File: config.mk
export PLATFORM = sky130hd
export DESIGN_NAME = decrypt_scheduler
export DESIGN_NICKNAME = d
export VERILOG_FILES = /design/src/rtl/decrypt_scheduler.sv
export SDC_FILE = /design/constraint.sdc
export NUM_CORES = 1
export LEC_CHECK = 0
export CAP_MARGIN = 20
export CORE_ASPECT_RATIO = 1.1
export CORE_MARGIN = 10
export CORE_UTILIZATION = 51
export CTS_BUF_LIST = sky130_fd_sc_hd__clkbuf_4
export CTS_CLUSTER_DIAMETER = 40
export DETAILED_ROUTE_END_ITERATION = 10
export GPL_ROUTABILITY_DRIVEN = 0
export PLACE_DENSITY = 0.86
export RECOVER_POWER = 25
export SYNTH_ARGS = -nofsm -noshare
export SYNTH_HDL_FRONTEND = slang
export SYNTH_SLANG_ARGS = --single-unit
export TNS_END_PERCENT = 1
File: constraint.sdc
create_clock -name Clk -period 6.2 [get_ports Clk]
set_input_delay 0.62 -clock Clk [delete_from_list [all_inputs] [get_ports Clk]]
set_output_delay 0.62 -clock Clk [all_outputs]
set_load 0.005 [all_outputs]
File: src/rtl/decrypt_scheduler.sv
// decrypt_scheduler: buffers encrypted packets, dispatches each to the decrypt unit named by its
// function ID, waits a settle time, captures the result and returns results in arrival order.
module decrypt_scheduler #(
  parameter int NUM_FN     = 4,
  parameter int FIFO_DEPTH = 4,
  parameter int SETTLE     = 2
) (
  input  logic                 Clk,
  input  logic                 Rst,
  input  logic                 in_valid,
  output logic                 in_ready,
  input  logic [77:0]          in_data,
  output logic [NUM_FN-1:0]    fn_sel,
  output logic [77:0]          fn_data,
  input  logic [NUM_FN*61-1:0] fn_result,
  output logic                 out_valid,
  input  logic                 out_ready,
  output logic [60:0]          out_data,
  output logic [2:0]           out_fn,
  output logic                 err,
  output logic [7:0]           err_count
);
  localparam int AW = $clog2(FIFO_DEPTH);

  // IDLE pop or drop | ISSUE drive unit | SETTLE_WAIT count down | HOLD wait for accept
  typedef enum logic [1:0] {IDLE, ISSUE, SETTLE_WAIT, HOLD} state_t;
  state_t state_q, state_d;

  logic [77:0]   mem_q [FIFO_DEPTH];
  logic [AW-1:0] wr_ptr_q, wr_ptr_d, rd_ptr_q, rd_ptr_d;
  logic [AW:0]   count_q, count_d;
  logic          in_ready_q, in_ready_d;
  logic          push, pop, drop, capture, fifo_empty, head_legal;
  logic [77:0]   head;

  logic [77:0]       pkt_q, pkt_d;
  logic [3:0]        cnt_q, cnt_d;
  logic              out_valid_q, out_valid_d;
  logic [60:0]       out_data_q, out_data_d;
  logic [2:0]        out_fn_q, out_fn_d;
  logic [7:0]        err_count_q, err_count_d;
  logic [60:0]       res_sel;
  logic [NUM_FN-1:0] sel_onehot;

  assign fifo_empty = (count_q == '0);
  assign head       = mem_q[rd_ptr_q];
  assign head_legal = (head[5:0] < 6'(NUM_FN));
  assign push       = in_valid && in_ready_q;
  assign drop       = pop && !head_legal;
  assign sel_onehot = NUM_FN'(1) << pkt_q[2:0];

  always_comb begin
    wr_ptr_d   = push ? wr_ptr_q + AW'(1) : wr_ptr_q;
    rd_ptr_d   = pop  ? rd_ptr_q + AW'(1) : rd_ptr_q;
    count_d    = count_q + (AW+1)'(push) - (AW+1)'(pop);
    // registered from the next occupancy, so a pop while full does not reopen the input this cycle
    in_ready_d = (count_d != (AW+1)'(FIFO_DEPTH));
  end

  always_ff @(posedge Clk) begin
    if (push) mem_q[wr_ptr_q] <= in_data;
  end

  always_comb begin
    res_sel = '0;
    for (int k = 0; k < NUM_FN; k++) begin
      if (pkt_q[2:0] == 3'(k)) res_sel = fn_result[61*k +: 61];
    end
  end

  always_ff @(posedge Clk or posedge Rst) begin
    if (Rst) state_q <= IDLE;
    else     state_q <= state_d;
  end

  always_comb begin
    state_d = state_q;
    case (state_q)
      IDLE:        if (!fifo_empty) state_d = head_legal ? ISSUE : IDLE;
      ISSUE:       state_d = SETTLE_WAIT;
      SETTLE_WAIT: if (cnt_q == 4'd0) state_d = HOLD;
      HOLD:        if (out_ready) state_d = (!fifo_empty && head_legal) ? ISSUE : IDLE;
      default:     state_d = IDLE;
    endcase
  end

  always_comb begin
    pop     = 1'b0;
    capture = 1'b0;
    fn_sel  = '0;
    case (state_q)
      IDLE:        pop = !fifo_empty;
      ISSUE:       fn_sel = sel_onehot;
      SETTLE_WAIT: begin
        fn_sel  = sel_onehot;
        capture = (cnt_q == 4'd0);
      end
      HOLD: begin
        fn_sel = sel_onehot;
        pop    = out_ready && !fifo_empty;
      end
      default: ;
    endcase
  end

  always_comb begin
    pkt_d       = pkt_q;
    cnt_d       = cnt_q;
    out_valid_d = out_valid_q;
    out_data_d  = out_data_q;
    out_fn_d    = out_fn_q;
    err_count_d = err_count_q;
    if (pop) pkt_d = head;
    if (state_q == ISSUE) cnt_d = 4'(SETTLE - 1);
    else if (state_q == SETTLE_WAIT && cnt_q != 4'd0) cnt_d = cnt_q - 4'd1;
    if (capture) begin
      out_valid_d = 1'b1;
      out_data_d  = res_sel;
      out_fn_d    = pkt_q[2:0];
    end else if (out_valid_q && out_ready) begin
      out_valid_d = 1'b0;
    end
    if (drop && err_count_q != 8'hFF) err_count_d = err_count_q + 8'd1;
  end

  always_ff @(posedge Clk or posedge Rst) begin
    if (Rst) begin
      wr_ptr_q    <= '0;
      rd_ptr_q    <= '0;
      count_q     <= '0;
      in_ready_q  <= 1'b1;
      pkt_q       <= '0;
      cnt_q       <= '0;
      out_valid_q <= 1'b0;
      out_data_q  <= '0;
      out_fn_q    <= '0;
      err_count_q <= '0;
    end else begin
      wr_ptr_q    <= wr_ptr_d;
      rd_ptr_q    <= rd_ptr_d;
      count_q     <= count_d;
      in_ready_q  <= in_ready_d;
      pkt_q       <= pkt_d;
      cnt_q       <= cnt_d;
      out_valid_q <= out_valid_d;
      out_data_q  <= out_data_d;
      out_fn_q    <= out_fn_d;
      err_count_q <= err_count_d;
    end
  end

  assign in_ready  = in_ready_q;
  assign fn_data   = pkt_q;
  assign out_valid = out_valid_q;
  assign out_data  = out_data_q;
  assign out_fn    = out_fn_q;
  assign err       = drop;
  assign err_count = err_count_q;
endmodule

==> flow_summary.yaml <==
timing:
  worstMarginPinSlew_ns: 1.04
  relSlewSlack_pct: 30.9
  rsz0062_at_grt: "false"
  fmax_mhz: 234
  finalSetupTns_ns: 0
  fin_skew_ns: 0.0649
  slew_viol_final: 0
  setup_viol_count_final: 0
  finalCritPeriodShare_pct: 68.9
  hold_violations: 0
  finalCriticalPeriod_ns: 4.27
routing:
  antenna_left: 0
  detail_route.first_pass.iterations: 5
  vias: 12500
  via_per_inst: 5.58
  route.detailed.drc: 0
  dr.first_iter.drc_count: 874
  wl_um: 59200
  wl_per_cell_um: 26.5
synthesis:
  synth-seq-cells: 477
  yosysMostFrequentCell: "edfxtp_1"
  synthTopCellsByCount: "edfxtp_1 (312), nand2_1 (239), dfrtp_1 (164)"
  synth.area.top_cells: "edfxtp_1 (49%), dfrtp_1 (22%), mux4_2 (16%)"
  async_flop_share_pct: 34.6
  ys_types: 40
  yosysTopAreaCellShare_pct: 49.1
  yosysWarnings: 0
  syn_area_um2: 19100
  yosysSeqAreaShare_pct: 70.8
  syn-num-nets: 1419
  synth_edf_count: 312
  syn_inst: 1079
  postSynthAreaPerCell_um2: 17.7
  ys.flop_type: "edfxtp_1"
  synth_top_area_cell: "edfxtp_1"
clocking:
  cts_root_buf: "clkbuf_4"
  cts.reportedPaths.clkPinSlew_ns: 0.07
  cts_resized: 0
  cts_tree: "yes"
  cts_buffer_depth: 3
  cts_setup_buffers: 0
  h-tree-depth: 3
  cts.sinks: 477
  cts_hold_buffers: 0
  cts_buffers: 115
  worst_skew_pair.late_latency_ns: 0.84
global_routing:
  track_usage_pct: 26.0
  grt_remaining_overflow: 0
  grt_pass1_vias: 13300
  grt_pass1_wl_um: 87800
  grt_start_max_net_pins: 80
  antenna_found_initial: 23
critical_path:
  cp-end-kind: "output pin"
  max_stage_delay_ns: 1.00
  startpoint_type: "flip-flop"
  required_ns: 5.58
  crit_fanout: 42
  worstPathArrival_ns: 3.65
  cp.buffers_inverters: 1
  crit_type: "flip-flop to output pin"
  crit_family: "flip-flops"
  crit_path_top_delay_cell: "dfrtp_4"
  cp_cell_sequence: "mux4_2, nor4_4, nor2_1, clkdlybuf4s50_1"
layout:
  design_area_um2: 26000
  finalNetCount: 1967
  area_growth_pct: 36.2
  drive_above_1_share_pct: 21.4
  instances_no_fill: 2233
die:
  io_pins: 483
  die_w_um: 204
  start_util_pct: 51.5
  die-area_um2: 45500
  core_um2: 37000
  row_count: 74
  die_y_um: 223
outcome:
  status: "complete, no violations"
min_path:
  hold_class: "primary input to asynchronous set/reset pin"
placement:
  dpl_cell_area_um2: 24400
  hpwl_um: 40700
  port_buffers: 482
  placed_cells: 2004
run:
  drv_cap: 0
pwr:
  peakVddDrop_uv: 371
  leakagePower_nw: 9.89
  power.density_nw_per_um2: 462
worst register-to-register path, stage by stage (launching register included):
cell     delay (ns)
dfrtp_1        0.41
inv_1          0.13
ha_1           0.32
nand3_4        0.67
nor2_4         0.75
buf_4          0.53
a22o_1         0.25
per-layer routing:
| layer | part of all wire [%] | GRT usage (%) | up-vias |
|---|---|---|---|
| met2 | 50 | 42.1 | 657 |
| li1 | - | - | 5364 |
| met4 | 3.0 | 11.1 | 12 |
| met1 | 35 | 30.1 | 6306 |
| met5 | 0.11 | 0 | - |
| met3 | 11 | 10.7 | 124 |
sequential cells by signal, indices dropped and copies added (netlist names):
name,flops
cnt_q,4
count_q,3
err_count,8
fn_data,78
in_ready,1
mem_q,312
out_data,61
out_fn,3
out_valid,1
rd_ptr_q,2
state_q,2
wr_ptr_q,2
worst paths after layout:
| path | startpoint | end | slack (ns) | cells after the start |
|---|---|---|---|---|
| min in group Clk | out_ready | out_valid$_DFFE_PP0P_ | 0.43 | 2 |
| worst min-delay path | Rst | out_data[24]$_DFFE_PP0P_ | 0.20 | 2 |
| worst max-delay path | rd_ptr_q[0]$_DFFE_PP0P_ | err | 1.93 | 4 |
| max in group asynchronous | Rst | fn_data[53]$_DFFE_PP0P_ | 4.57 | 3 |
| worst max register to register | state_q[0]$_DFFE_PP0P_ | out_data[49]$_DFFE_PP0P_ | 3.04 | 6 |
| worst min register to register | fn_data[75]$_DFFE_PP0P_ | fn_data[75]$_DFFE_PP0P_ | 0.47 | 2 |
cell families (layout without fill, tap and decap cells):
family	Yosys count	after routing	synth area share (%)
other cells	0	16	0
simple gates	282	282	6.13
fa+ha+maj	14	14	0.958
flops	477	477	70.8
buf+inv	79	723	1.67
compound gates	68	68	3.03
xor+xnor	14	14	0.643
mux	145	145	16.8
per-stage QoR:
stage               total power (W)  util (%)  setup slack [ns]  hold WS, ns
floorplan                   0.00736         -              1.12        0.470
global placement            0.00934      65.9              2.72        0.459
detailed placement          0.00950      65.9              2.71        0.464
CTS                          0.0122      70.1              1.76        0.147
global route                 0.0127      70.1              1.65        0.206
finish                       0.0120      70.2              1.93        0.196
cell type report:
| class | instances | area (µm²) |
|---|---|---|
| clock buffer | 183 | 1370 |
| clock inverter | 30 | 154 |
| antenna | 16 | 40.0 |
| inverter | 14 | 57.6 |
| timing repair buffer | 496 | 4930 |
| multi-input combinational | 523 | 5300 |
| fill | 2388 | 11100 |
| sequential | 477 | 13500 |
| tap | 494 | 618 |
report_power, final:
group / switching [W] / total (W) / internal [W] / leakage, nW
registers: 0.000577 / 0.00492 / 0.00435 / 4.92
logic: 0.00212 / 0.00446 / 0.00233 / 4.04
clock network: 0.00124 / 0.00262 / 0.00138 / 0.925
cell usage in the layout (no fill, tap or decap), types with 4 or more instances in the layout:
cell type and instances:
nand2_1 239, xnor2_1 6, edfxtp_1 312, clkdlybuf4s50_1 407, xor2_1 8, dfrtp_1 160, inv_1 12, inv_2 4
nor4_1 6, a22o_1 61, nor2_1 7, diode_2 16, nand3_1 5, dlygate4sd3_1 75, ha_1 13, mux4_2 139
clkbuf_4 183, clkinv_2 4, clkinv_1 20, and3_4 4, buf_4 14, mux2_2 4
Note: power is estimated with default switching activity, not from simulation.
